**src/rtl/bus_fetch_reader.sv**
```systemverilog
// rtl/bus_fetch_reader.sv - sequential bus read initiator with in-flight tracking and output FIFO
//
// Purpose: issues consecutive read addresses on read_bus, captures data_bus two
// read_clk edges after each issue, and queues {word, address} pairs for a consumer.
//
// Ports:
//   reset       async active-high reset
//   read_clk    bus read clock, all state changes on its rising edge
//   start       pulse: flush everything, begin fetching at start_addr
//   start_addr  first fetch address
//   stop        pulse: stop issuing, let in-flight reads complete
//   bus_grant   bus may be used for an issue this cycle
//   read_bus    registered address driven to responders
//   data_bus    shared data bus (sampled only)
//   word_out    FIFO head word
//   addr_out    address the head word was read from
//   word_valid  FIFO non-empty
//   word_ready  consumer pops head when word_valid & word_ready
//   busy        fetching, or a read still in flight
module bus_fetch_reader #(
  parameter int               WIDTH     = 16,
  parameter int               DEPTH     = 4,
  parameter logic [WIDTH-1:0] NULL_ADDR = '0
) (
  input  logic             reset,
  input  logic             read_clk,
  input  logic             start,
  input  logic [WIDTH-1:0] start_addr,
  input  logic             stop,
  input  logic             bus_grant,
  output logic [WIDTH-1:0] read_bus,
  input  logic [WIDTH-1:0] data_bus,
  output logic [WIDTH-1:0] word_out,
  output logic [WIDTH-1:0] addr_out,
  output logic             word_valid,
  input  logic             word_ready,
  output logic             busy
);

  localparam int PW = $clog2(DEPTH);
  localparam int CW = PW + 1;
  localparam logic [CW:0] DEPTH_C = (CW + 1)'(DEPTH);

  localparam logic [1:0] ST_IDLE  = 2'd0;
  localparam logic [1:0] ST_FETCH = 2'd1;
  localparam logic [1:0] ST_DRAIN = 2'd2;

  logic [1:0]       state_q, state_d;
  logic [WIDTH-1:0] next_addr_q, next_addr_d;
  logic [WIDTH-1:0] read_bus_q, read_bus_d;
  logic             s0_valid_q, s0_valid_d, s1_valid_q, s1_valid_d;
  logic [WIDTH-1:0] s0_addr_q, s0_addr_d, s1_addr_q, s1_addr_d;
  logic [WIDTH-1:0] word_mem_q [DEPTH];
  logic [WIDTH-1:0] word_mem_d [DEPTH];
  logic [WIDTH-1:0] addr_mem_q [DEPTH];
  logic [WIDTH-1:0] addr_mem_d [DEPTH];
  logic [PW-1:0]    wr_ptr_q, wr_ptr_d, rd_ptr_q, rd_ptr_d;
  logic [CW-1:0]    count_q, count_d;

  logic             issue, push, pop;
  logic [WIDTH-1:0] base_addr;
  logic [CW:0]      occupancy;

  // Credit: FIFO words plus reads in flight; an issue is only allowed while
  // this is below DEPTH, so a capture always finds a free FIFO slot.
  assign occupancy = {1'b0, count_q} + (CW + 1)'(s0_valid_q) + (CW + 1)'(s1_valid_q);

  always_comb begin
    state_d     = state_q;
    read_bus_d  = NULL_ADDR;
    s1_valid_d  = s0_valid_q;
    s1_addr_d   = s0_addr_q;
    word_mem_d  = word_mem_q;
    addr_mem_d  = addr_mem_q;
    wr_ptr_d    = wr_ptr_q;
    rd_ptr_d    = rd_ptr_q;
    count_d     = count_q;
    issue       = 1'b0;
    push        = 1'b0;
    pop         = 1'b0;
    base_addr   = next_addr_q;

    if (start) begin
      // Restart drops queued words and kills both in-flight stages; the
      // fresh start address may already be issued on this edge.
      state_d    = ST_FETCH;
      s1_valid_d = 1'b0;
      wr_ptr_d   = '0;
      rd_ptr_d   = '0;
      count_d    = '0;
      base_addr  = start_addr;
      issue      = bus_grant;
    end else begin
      push = s1_valid_q;
      pop  = (count_q != '0) && word_ready;
      if (push) begin
        word_mem_d[wr_ptr_q] = data_bus;
        addr_mem_d[wr_ptr_q] = s1_addr_q;
        wr_ptr_d             = wr_ptr_q + 1'b1;
      end
      if (pop) begin
        rd_ptr_d = rd_ptr_q + 1'b1;
      end
      case ({push, pop})
        2'b10:   count_d = count_q + 1'b1;
        2'b01:   count_d = count_q - 1'b1;
        default: count_d = count_q;
      endcase

      case (state_q)
        ST_FETCH: begin
          if (stop) begin
            state_d = ST_DRAIN;
          end else begin
            issue = bus_grant && (occupancy < DEPTH_C);
          end
        end
        // Stage 0 empty now means stage 1 is empty after this edge.
        ST_DRAIN: if (!s0_valid_q) state_d = ST_IDLE;
        ST_IDLE:  state_d = ST_IDLE;
        default:  state_d = ST_IDLE;
      endcase
    end

    s0_valid_d  = issue;
    s0_addr_d   = base_addr;
    next_addr_d = issue ? base_addr + 1'b1 : base_addr;
    if (issue) begin
      read_bus_d = base_addr;
    end
  end

  always_ff @(posedge read_clk or posedge reset) begin
    if (reset) begin
      state_q     <= ST_IDLE;
      next_addr_q <= '0;
      read_bus_q  <= NULL_ADDR;
      s0_valid_q  <= 1'b0;
      s0_addr_q   <= '0;
      s1_valid_q  <= 1'b0;
      s1_addr_q   <= '0;
      wr_ptr_q    <= '0;
      rd_ptr_q    <= '0;
      count_q     <= '0;
      for (int i = 0; i < DEPTH; i++) begin
        word_mem_q[i] <= '0;
        addr_mem_q[i] <= '0;
      end
    end else begin
      state_q     <= state_d;
      next_addr_q <= next_addr_d;
      read_bus_q  <= read_bus_d;
      s0_valid_q  <= s0_valid_d;
      s0_addr_q   <= s0_addr_d;
      s1_valid_q  <= s1_valid_d;
      s1_addr_q   <= s1_addr_d;
      wr_ptr_q    <= wr_ptr_d;
      rd_ptr_q    <= rd_ptr_d;
      count_q     <= count_d;
      word_mem_q  <= word_mem_d;
      addr_mem_q  <= addr_mem_d;
    end
  end

  assign read_bus   = read_bus_q;
  assign word_out   = word_mem_q[rd_ptr_q];
  assign addr_out   = addr_mem_q[rd_ptr_q];
  assign word_valid = (count_q != '0);
  assign busy       = (state_q == ST_FETCH) | s0_valid_q | s1_valid_q;

endmodule

```
**config.mk**
```make
export PLATFORM = sky130hd
export DESIGN_NAME = bus_fetch_reader
export DESIGN_NICKNAME = d
export VERILOG_FILES = /design/src/rtl/bus_fetch_reader.sv
export SDC_FILE = /design/constraint.sdc
export NUM_CORES = 1
export LEC_CHECK = 0
export ABC_AREA = 0
export BUFFER_PORTS_ARGS = -buffer_cell sky130_fd_sc_hd__clkbuf_2
export CORE_UTILIZATION = 30
export CTS_CLUSTER_SIZE = 20
export DETAILED_ROUTE_END_ITERATION = 10
export HOLD_SLACK_MARGIN = 0.12
export PLACE_DENSITY = 0.44
export SYNTH_ARGS = -nofsm -noshare
export SYNTH_HDL_FRONTEND = slang
export SYNTH_SLANG_ARGS = --single-unit
```
**constraint.sdc**
```tcl
create_clock -name read_clk -period 5.5 [get_ports read_clk]
set_input_delay 0.275 -clock read_clk [delete_from_list [all_inputs] [get_ports read_clk]]
set_output_delay 0.275 -clock read_clk [all_outputs]
set_load 0.05 [all_outputs]
```
======== Yosys cells after proc, flatten, opt, wreduce, memory -nomap -nowiden ========
Index checks and enable logic that the tools add are counted.
Widths: inputs -> output; s select.
cells by class
  multiplexer cells ....................... 27
  shift operators ......................... 0
  multipliers ............................. 0
  add/sub/neg operators ................... 7
  order comparisons ....................... 4
  equality and inequality tests ........... 6
  divide/modulo/power cells ............... 0
  reduce and logical (&&, ||, !) cells .... 9
  bitwise gates (word level) .............. 5
operators with widths
  cell                   count
  $bwmux 64              2
  $mux 16                8
  $bmux 16 s2            2
  $demux 16 s2           1
  $add 16x1->16 const B  1
  $mux 2                 7
  $ge 3x3->1 const B     2
  $ne 3x3->1 const B     2
  $not 2->3              2
  $pmux 3 s2             1
  $reduce_bool 3->1      2
  $add 2x1->2 const B    2
  $add 3x1->4            1
  $add 4x1->4            1
  $eq 2x1->1 const B     2
  $eq 2x2->1 const B     2
  $lt 4x3->1 const B     1
  $mux 1                 4
  $pmux 2 s2             1
  $reduce_and 2->1       2
  $reduce_bool 2->1      2
  $add 3x1->3 const B    1
  $logic_and 1x1->1      3
  $lt 3x1->1 const B     1
  4 further kinds        5
storage, ports and cells
  register bits after elaboration ......... 203
  ROM bits ................................ 0
  bits in writable memories ............... 0
  latch bits .............................. 0
  input port bits ......................... 38
  memories ................................ 0
  word-level logic and storage cells ...... 76

======== Longest topological paths before layout ========
Gate-level depths: netlist of the first run.
  word-level depth ........................ 8
  mapped depth ............................ 9
  depth with buffers taken out ............ 6

======== Worst setup path before layout of the first run ========
Ideal clock, no wire load.
  kind .................................... register to register
  start point ............................. reg count_q[1]
  end point ............................... reg count_q[2]
  buffers on the path ..................... 0
  slack ................................... 3.721 ns
  required time ........................... 5.365 ns
  library setup time ...................... 0.135 ns
  data arrival time ....................... 1.644 ns
  cell stages (with the launch flop) ...... 7
  clock period less this slack ............ 1.779 ns
  cell sequence ........................... dfrtp_1 > o31ai_4 > nor2_1 > fa_1 > nor3_1 > o21ai_0 > nor3b_1
on the way
  longest elaborated chain between the ends .. 5
  elaborated cells on any way between the ends .. 9
  classes of those cells .................. add/sub: 2; eq/ne: 2; mux: 2; reduce/logical: 3
ends and longest elaborated chain
  item                                                                 line  text
  start, declared                                                      58    logic [CW-1:0] count_q, count_d;
  start signal, assigned                                               159   count_q <= count_d;
  parallel branches: the longest is 5 deep, another holds $sub 3x1->3  -
Parallel ways; which one is timed is not known.
A chain may end at the register's enable or synchronous reset.

======== Worst setup path in the final report of the first run ========
  start point ............................. reg rd_ptr_q[1]
  end point ............................... out addr_out[4]
on the way
  longest elaborated chain between the ends .. 4
ends and longest elaborated chain
  item                                         line  text
  start, declared                              57    logic [PW-1:0] wr_ptr_q, wr_ptr_d, rd_ptr_q, rd_ptr_d;
  start signal, assigned                       158   rd_ptr_q <= rd_ptr_d;
  $not 2->3 (implied by the code)              167   assign addr_out = addr_mem_q[rd_ptr_q];
  $bmux 16 s2                                  167
  $mux 16 (implied by the code) (2 in series)  167
  end, declared                                34    output logic [WIDTH-1:0] addr_out,
No other way between the ends. The select of a mux whose other input is x is not followed.

==> results.sh, run 1 <==
export IMPL_seq_area_sq_um=5082
export IMPL_num_rows=61
export IMPL_worstPathArrival_ns=2.33
export IMPL_initial_core_util_pct=30.55
export IMPL_fin_ws_ns=2.893
export IMPL_maxSlewViolCount=0
export IMPL_drive_above_1_share_pct=45.51
export IMPL_final_nets=707
export IMPL_cp_required_ns=5.22
export IMPL_r2r_start="s1_valid_q$_DFF_PP0_"
export IMPL_yosysWarnings=0
export IMPL_syn_area_sq_um=8509
export IMPL_ys_types=39
export IMPL_hp_class="in -> reg"
export IMPL_drt_iter0_drc=142
export IMPL_tightest_slew_ns=1.088
export IMPL_critical_path_class="reg -> out"
export IMPL_areaGrowthSynthToFinish_pct=21.88
export IMPL_tns_ns=0
export IMPL_power_leakage_nw=4.832
export IMPL_max_slew_margin_pct=27.20
export IMPL_min_delay_path_depth=2
export IMPL_seq_area_frac_synth_pct=59.70
export IMPL_grt_pass1_wl_um=29400
export IMPL_numCtsBuffers=24
export IMPL_irDropWorstVdd_mv=0.2405
export IMPL_gp_congestion=0.7262
export IMPL_pre_cts_slack_ns=2.980
export IMPL_powerDensity_nw_per_um2=467.6
export IMPL_crit_path_start_kind="register"
export IMPL_synth_edf_count=0
export IMPL_ys_ff_latch=203
export IMPL_synthArstFlopShare_pct=100.0
export IMPL_hold_viol=0
export IMPL_timing_rr_end="next_addr_q[4]$_DFF_PP0_"
export IMPL_synthCells=543
export IMPL_clkTransAtPathRegs_ns=0.06
export IMPL_drc=0
export IMPL_hp_start="start_addr[12]"
export IMPL_setup_viol=0
export IMPL_skew_ns=0.008439
export IMPL_vias=4859
export IMPL_antenna_left=0
export IMPL_reg2reg_depth=6
export IMPL_dr_pass1_iters=4
export IMPL_cts_root_buf="clkbuf_16"
export IMPL_drt_wl_total_um=18250
export IMPL_core_area_sq_um=27860
export IMPL_die_y_um=170.4
export IMPL_antenna_found_initial=0
export IMPL_cts_max_level=1
export IMPL_finalCritPeriodShare_pct=47.40
export IMPL_fillCellCount=2613
export IMPL_rsz0062_at_grt="false"
export IMPL_final_util_pct=37.23
export IMPL_grt_ovfl_total=0
export IMPL_portBuffers=87
export IMPL_cts_sinks=203
export IMPL_io_pins=88
export IMPL_outcome="completed"
export IMPL_wl_per_cell_um=17.27
export IMPL_cts_path_max_buffers=3
export IMPL_die_x_um=170.4
export IMPL_post_dp_hpwl_um=10750
export IMPL_fmax_mhz=383.6
export IMPL_multi_input_area_sq_um=3151
export IMPL_cp_end_kind="output port"
export IMPL_synth_nets=588
export IMPL_cts_tree="done"
export IMPL_power_mw=4.850
export IMPL_first_global_vias=5308
export IMPL_rrSetupSlack_ns=3.05
export IMPL_synth_area_per_cell_sq_um=15.67
export IMPL_min_period_ns=2.607
export IMPL_antennaDiodeCount=0
export IMPL_postCtsSetupRepairBufs=0
export IMPL_holdBufCountCts=31
export IMPL_design_die_area_sq_um=29040
export IMPL_viasPerCell=4.597
export IMPL_hold_path_end="s0_addr_q[12]$_DFF_PP0_"
export IMPL_grt_usage_pct=13.16
export IMPL_dominantRegCellSynth="dfrtp_1"
export IMPL_maxCapViolCount=0
export IMPL_clock_latency_ns=0.50
export IMPL_critPathMaxFanout=32
export IMPL_post_cts_resized=0
export IMPL_grt_max_degree=201
## synthesized netlist by cell type (2+ instances only)
cell	instances	area, sq um
a21oi_1	5	25.02
a22oi_2	2	25.02
and2_1	6	37.54
buf_2	12	60.06
buf_4	3	22.52
buf_6	13	146.4
dfrtp_1	203	5080
ha_1	6	75.07
inv_1	14	52.55
mux2_2	134	1509
mux2i_1	12	120.1
mux4_2	32	720.7
nand2_1	14	52.55
nand3_1	10	50.05
nand4_1	10	62.56
nand4b_1	4	35.03
nor2_1	20	75.07
nor2b_1	2	12.51
nor3_1	2	10.01
o21ai_0	4	20.02
or3_1	2	12.51
xnor2_1	14	122.6
xor2_1	3	26.28
## state kept, by name (all words and copies together) (netlist names), 2 cells and up
signal       flops
count_q          3
wr_ptr_q         2
state_q          2
s1_addr_q       16
next_addr_q     16
read_bus        16
addr_mem_q      64
s0_addr_q       16
rd_ptr_q         2
word_mem_q      64
## worst max path at each step
stage	startpoint	end	slack [ns]	cells after the start
6_report	rd_ptr_q[1]$_DFFE_PP0P_	addr_out[4]	2.89	3
5_1_grt	rd_ptr_q[0]$_DFFE_PP0P_	addr_out[15]	2.78	3
4_1_cts	rd_ptr_q[1]$_DFFE_PP0P_	addr_out[4]	2.80	3
3_5_place_dp	s1_valid_q$_DFF_PP0_	next_addr_q[4]$_DFF_PP0_	2.98	6
3_3_place_gp	start	word_mem_q[3]$_DFFE_PP0P_	3.00	5
2_1_floorplan	reset	addr_mem_q[0]$_DFFE_PP0P_	2.59	1
## placed cells by master, fill, tap and decap left out, types with 2 or more instances in the layout
cell	Yosys	layout
dfrtp_1	203	201
ha_1	6	6
nor2b_1	2	2
and2_1	6	6
mux4_2	32	32
xnor2_1	14	14
xor2_1	3	3
nor3_1	2	2
a22oi_2	2	2
inv_1	14	13
nand4_1	10	10
o21ai_0	4	4
nand2_2	0	4
mux2i_1	12	12
dfrtp_2	0	2
nand3_1	10	10
nor2_1	20	20
a21oi_1	5	5
clkbuf_16	0	25
clkbuf_8	0	9
mux2_2	134	134
dlygate4sd3_1	0	31
nand2_1	14	10
or3_1	2	2
clkbuf_1	1	6
nand4b_1	4	4
buf_4	3	3
clkbuf_2	0	87
clkinvlp_4	0	3
## cell families (layout without fill, tap and decap cells)
logic type / after synthesis / count (layout) / synth area share, %
flip-flops: 203 / 203 / 59.70
multiplexers: 178 / 178 / 27.61
AND/OR/NAND/NOR: 77 / 77 / 4.749
buffers and inverters: 44 / 180 / 3.396
AO/OA/AOI/OAI: 17 / 17 / 1.676
XOR/XNOR: 17 / 17 / 1.750
adder cells (fa/ha/maj): 7 / 7 / 1.117
## power breakdown
part	leakage, nW	internal (mW)	switching [mW]
Clock	0.394	0.997	0.598
Combinational	1.83	0.491	0.926
Sequential	2.61	1.71	0.128
Total	4.83	3.20	1.65
## worst max-delay path, cell delays in order (launching register included)
cell and delay [ns]:
dfrtp_2 0.36, buf_4 0.54, mux4_2 0.65, clkbuf_2 0.27
## through the flow
stage / hold slack, ns / area, sq um / cells
finish: 0.1478 / 10370 / 1057
CTS: 0.1315 / 10370 / 1057
floorplan: 0.3312 / 8513 / 543
detailed placement: 0.1752 / 9244 / 983
global placement: 0.1719 / 9244 / 983
global route: 0.1533 / 10370 / 1057
## cell type report
cell class / instances / share of cell area (%)
flip-flops and latches: 203 / 49.00
multi-input cells: 296 / 30.38
repair buffers: 122 / 7.600
clock buffers: 40 / 7.444
well taps: 378 / 4.560
inverters: 15 / 0.5791
clock inverters: 3 / 0.4343
## metal layers
layer | vias up | share of wire, % | global-route usage, %
li1 | 2186 | - | -
met1 | 2568 | 45 | 17.49
met2 | 80 | 49 | 22.08
met3 | 25 | 3.3 | 2.163
met4 | 0 | 2.0 | 3.760
met5 | - | 0 | 0
(Power assumes the default switching activity.)
==> run 2, diff against run 1 <==
PLACE_DENSITY = 0.42   (was 0.44)
clock period = 2.45 ns   (was 5.5 ns; I/O delays follow)
==> run 2 against run 1 <==
Core utilization up 1.0 points. Design area grew 2.7%. Wire length is 2.4% higher. Sequential power up 120%. Total power increased by 120%. Setup slack got worse by 2.6 ns. Critical path depth stayed put. Die area is the same. Critical path type unchanged.
==> results.sh, run 2 (synthesized netlist as in run 1, its figures left out) <==
export IMPL_numCtsBuffers=24
export IMPL_maxCapViolCount=0
export IMPL_powerDensity_nw_per_um2=1019
export IMPL_r2r_start="s1_valid_q$_DFF_PP0_"
export IMPL_instances_no_fill=1083
export IMPL_grt_ovfl_total=0
export IMPL_final_common_cell="dfrtp_1"
export IMPL_portBuffers=87
export IMPL_core_area_sq_um=27860
export IMPL_max_slew_margin_pct=67.99
export IMPL_cts_tree="done"
export IMPL_cts_max_level=1
export IMPL_clock_latency_ns=0.51
export IMPL_die_y_um=170.4
export IMPL_dp_cells=994
export IMPL_outcome="completed"
export IMPL_setup_viol=0
export IMPL_clkTransAtPathRegs_ns=0.06
export IMPL_crit_path_start_kind="register"
export IMPL_drt_wl_total_um=18690
export IMPL_stdcell_area_sq_um=10650
export IMPL_cp_end_kind="output port"
export IMPL_fillCellCount=2630
export IMPL_grt_max_degree=91
export IMPL_die_x_um=170.4
export IMPL_design_die_area_sq_um=29040
export IMPL_fmax_mhz=460.2
export IMPL_maxSlewViolCount=0
export IMPL_drive_above_1_share_pct=45.82
export IMPL_reg_top3="addr_mem_q: 64 flops, word_mem_q: 64 flops"
export IMPL_initial_core_util_pct=30.55
export IMPL_skew_ns=0.009039
export IMPL_grt_pass1_wl_um=29730
export IMPL_dr_pass1_iters=4
export IMPL_critical_path_class="reg -> out"
export IMPL_io_pins=88
export IMPL_tightest_slew_ns=0.4802
export IMPL_finalCritPeriodShare_pct=88.69
export IMPL_drt_iter0_drc=162
export IMPL_drc=0
export IMPL_vias=4940
export IMPL_num_rows=61
export IMPL_first_global_vias=5280
export IMPL_antenna_found_initial=0
export IMPL_crit_start="rd_ptr_q[1]$_DFFE_PP0P_"
export IMPL_min_period_ns=2.173
export IMPL_areaGrowthSynthToFinish_pct=25.20
export IMPL_cts_root_buf="clkbuf_16"
export IMPL_irDropWorstVdd_mv=0.4620
export IMPL_dpl_instance_area_sq_um=9414
export IMPL_mostFrequentLayoutCells="dfrtp_1, mux2_2, clkbuf_2"
export IMPL_hp_class="in -> async"
export IMPL_critPathMaxFanout=9
export IMPL_cp_required_ns=2.33
export IMPL_wl_per_cell_um=17.25
export IMPL_worstPathArrival_ns=2.05
export IMPL_cts_path_max_buffers=3
export IMPL_hold_viol=0
export IMPL_power_leakage_nw=4.988
export IMPL_antennaDiodeCount=0
export IMPL_grt_usage_pct=13.31
export IMPL_viasPerCell=4.561
export IMPL_rsz0062_at_grt="false"
export IMPL_post_dp_hpwl_um=11900
export IMPL_cts_sinks=203
export IMPL_antenna_left=0
export IMPL_final_nets=732
export IMPL_gp_congestion=0.7639
-- run 2: final timing paths --
| path | end | slack, ns | cells past startpoint |
|---|---|---|---|
| worst min register to register | s1_addr_q[10]$_DFF_PP0_ | 0.35 | 0 |
| worst max-delay path | addr_out[2] | 0.28 | 3 |
| max in group asynchronous | rd_ptr_q[1]$_DFFE_PP0P_ | 1.48 | 4 |
| worst min-delay path | addr_mem_q[26]$_DFFE_PP0P_ | 0.18 | 3 |
| worst max register to register | read_bus[1]$_DFF_PP0_ | 0.37 | 6 |
| min in group read_clk | s1_addr_q[10]$_DFF_PP0_ | 0.35 | 0 |
-- run 2: area by class of cell --
cell class | instances | area [sq um] | area share, %
repair buffers | 147 | 1099 | 10.31
clock inverters | 10 | 80.08 | 0.7516
inverters | 15 | 60.06 | 0.5637
flip-flops and latches | 203 | 5082 | 47.70
well taps | 378 | 473.0 | 4.439
clock buffers | 34 | 709.4 | 6.659
multi-input cells | 296 | 3151 | 29.57
-- run 2: worst max-delay path, cell delays in order (launching register included) --
cell and delay, ns:
dfrtp_2 0.48, buf_4 0.26, mux4_2 0.54, clkbuf_2 0.26
-- run 2: what timing repair did --
| action | 4_1_cts | 5_1_grt |
|---|---|---|
| endpoints found under the hold margin | 326 | 0 |
| gates resized for setup | 0 | 0 |
| setup buffers | 0 | 0 |
| hold buffers | 45 | 0 |
-- run 2: power by group --
| part | total (mW) | switching, mW | internal (mW) |
|---|---|---|---|
| Clock | 3.47 | 1.35 | 2.12 |
| Combinational | 3.25 | 2.08 | 1.17 |
| Sequential | 4.13 | 0.294 | 3.84 |
| Total | 10.9 | 3.73 | 7.13 |
-- run 2: per-layer routing --
metal / GRT usage, % / vias up / part of all wire [%]
li1: - / 2236 / -
met5: 0 / - / 0
met1: 18.28 / 2583 / 47
met2: 21.26 / 91 / 47
met4: 4.269 / 0 / 2.4
met3: 2.372 / 30 / 3.5
-- run 2: through the flow --
stage | setup slack [ns] | total power [mW] | util, % | hold slack (ns) | TNS (ns)
floorplan | -0.3028 | 6.631 | - | 0.2705 | -61.47
detailed placement | 0.5290 | 7.459 | 33.79 | 0.1503 | 0
global placement | 0.5626 | 7.390 | 33.79 | 0.1495 | 0
finish | 0.2770 | 10.86 | 38.24 | 0.1795 | 0
CTS | 0.2211 | 11.08 | 38.24 | 0.1768 | 0
global route | 0.1877 | 11.41 | 38.24 | 0.2130 | 0
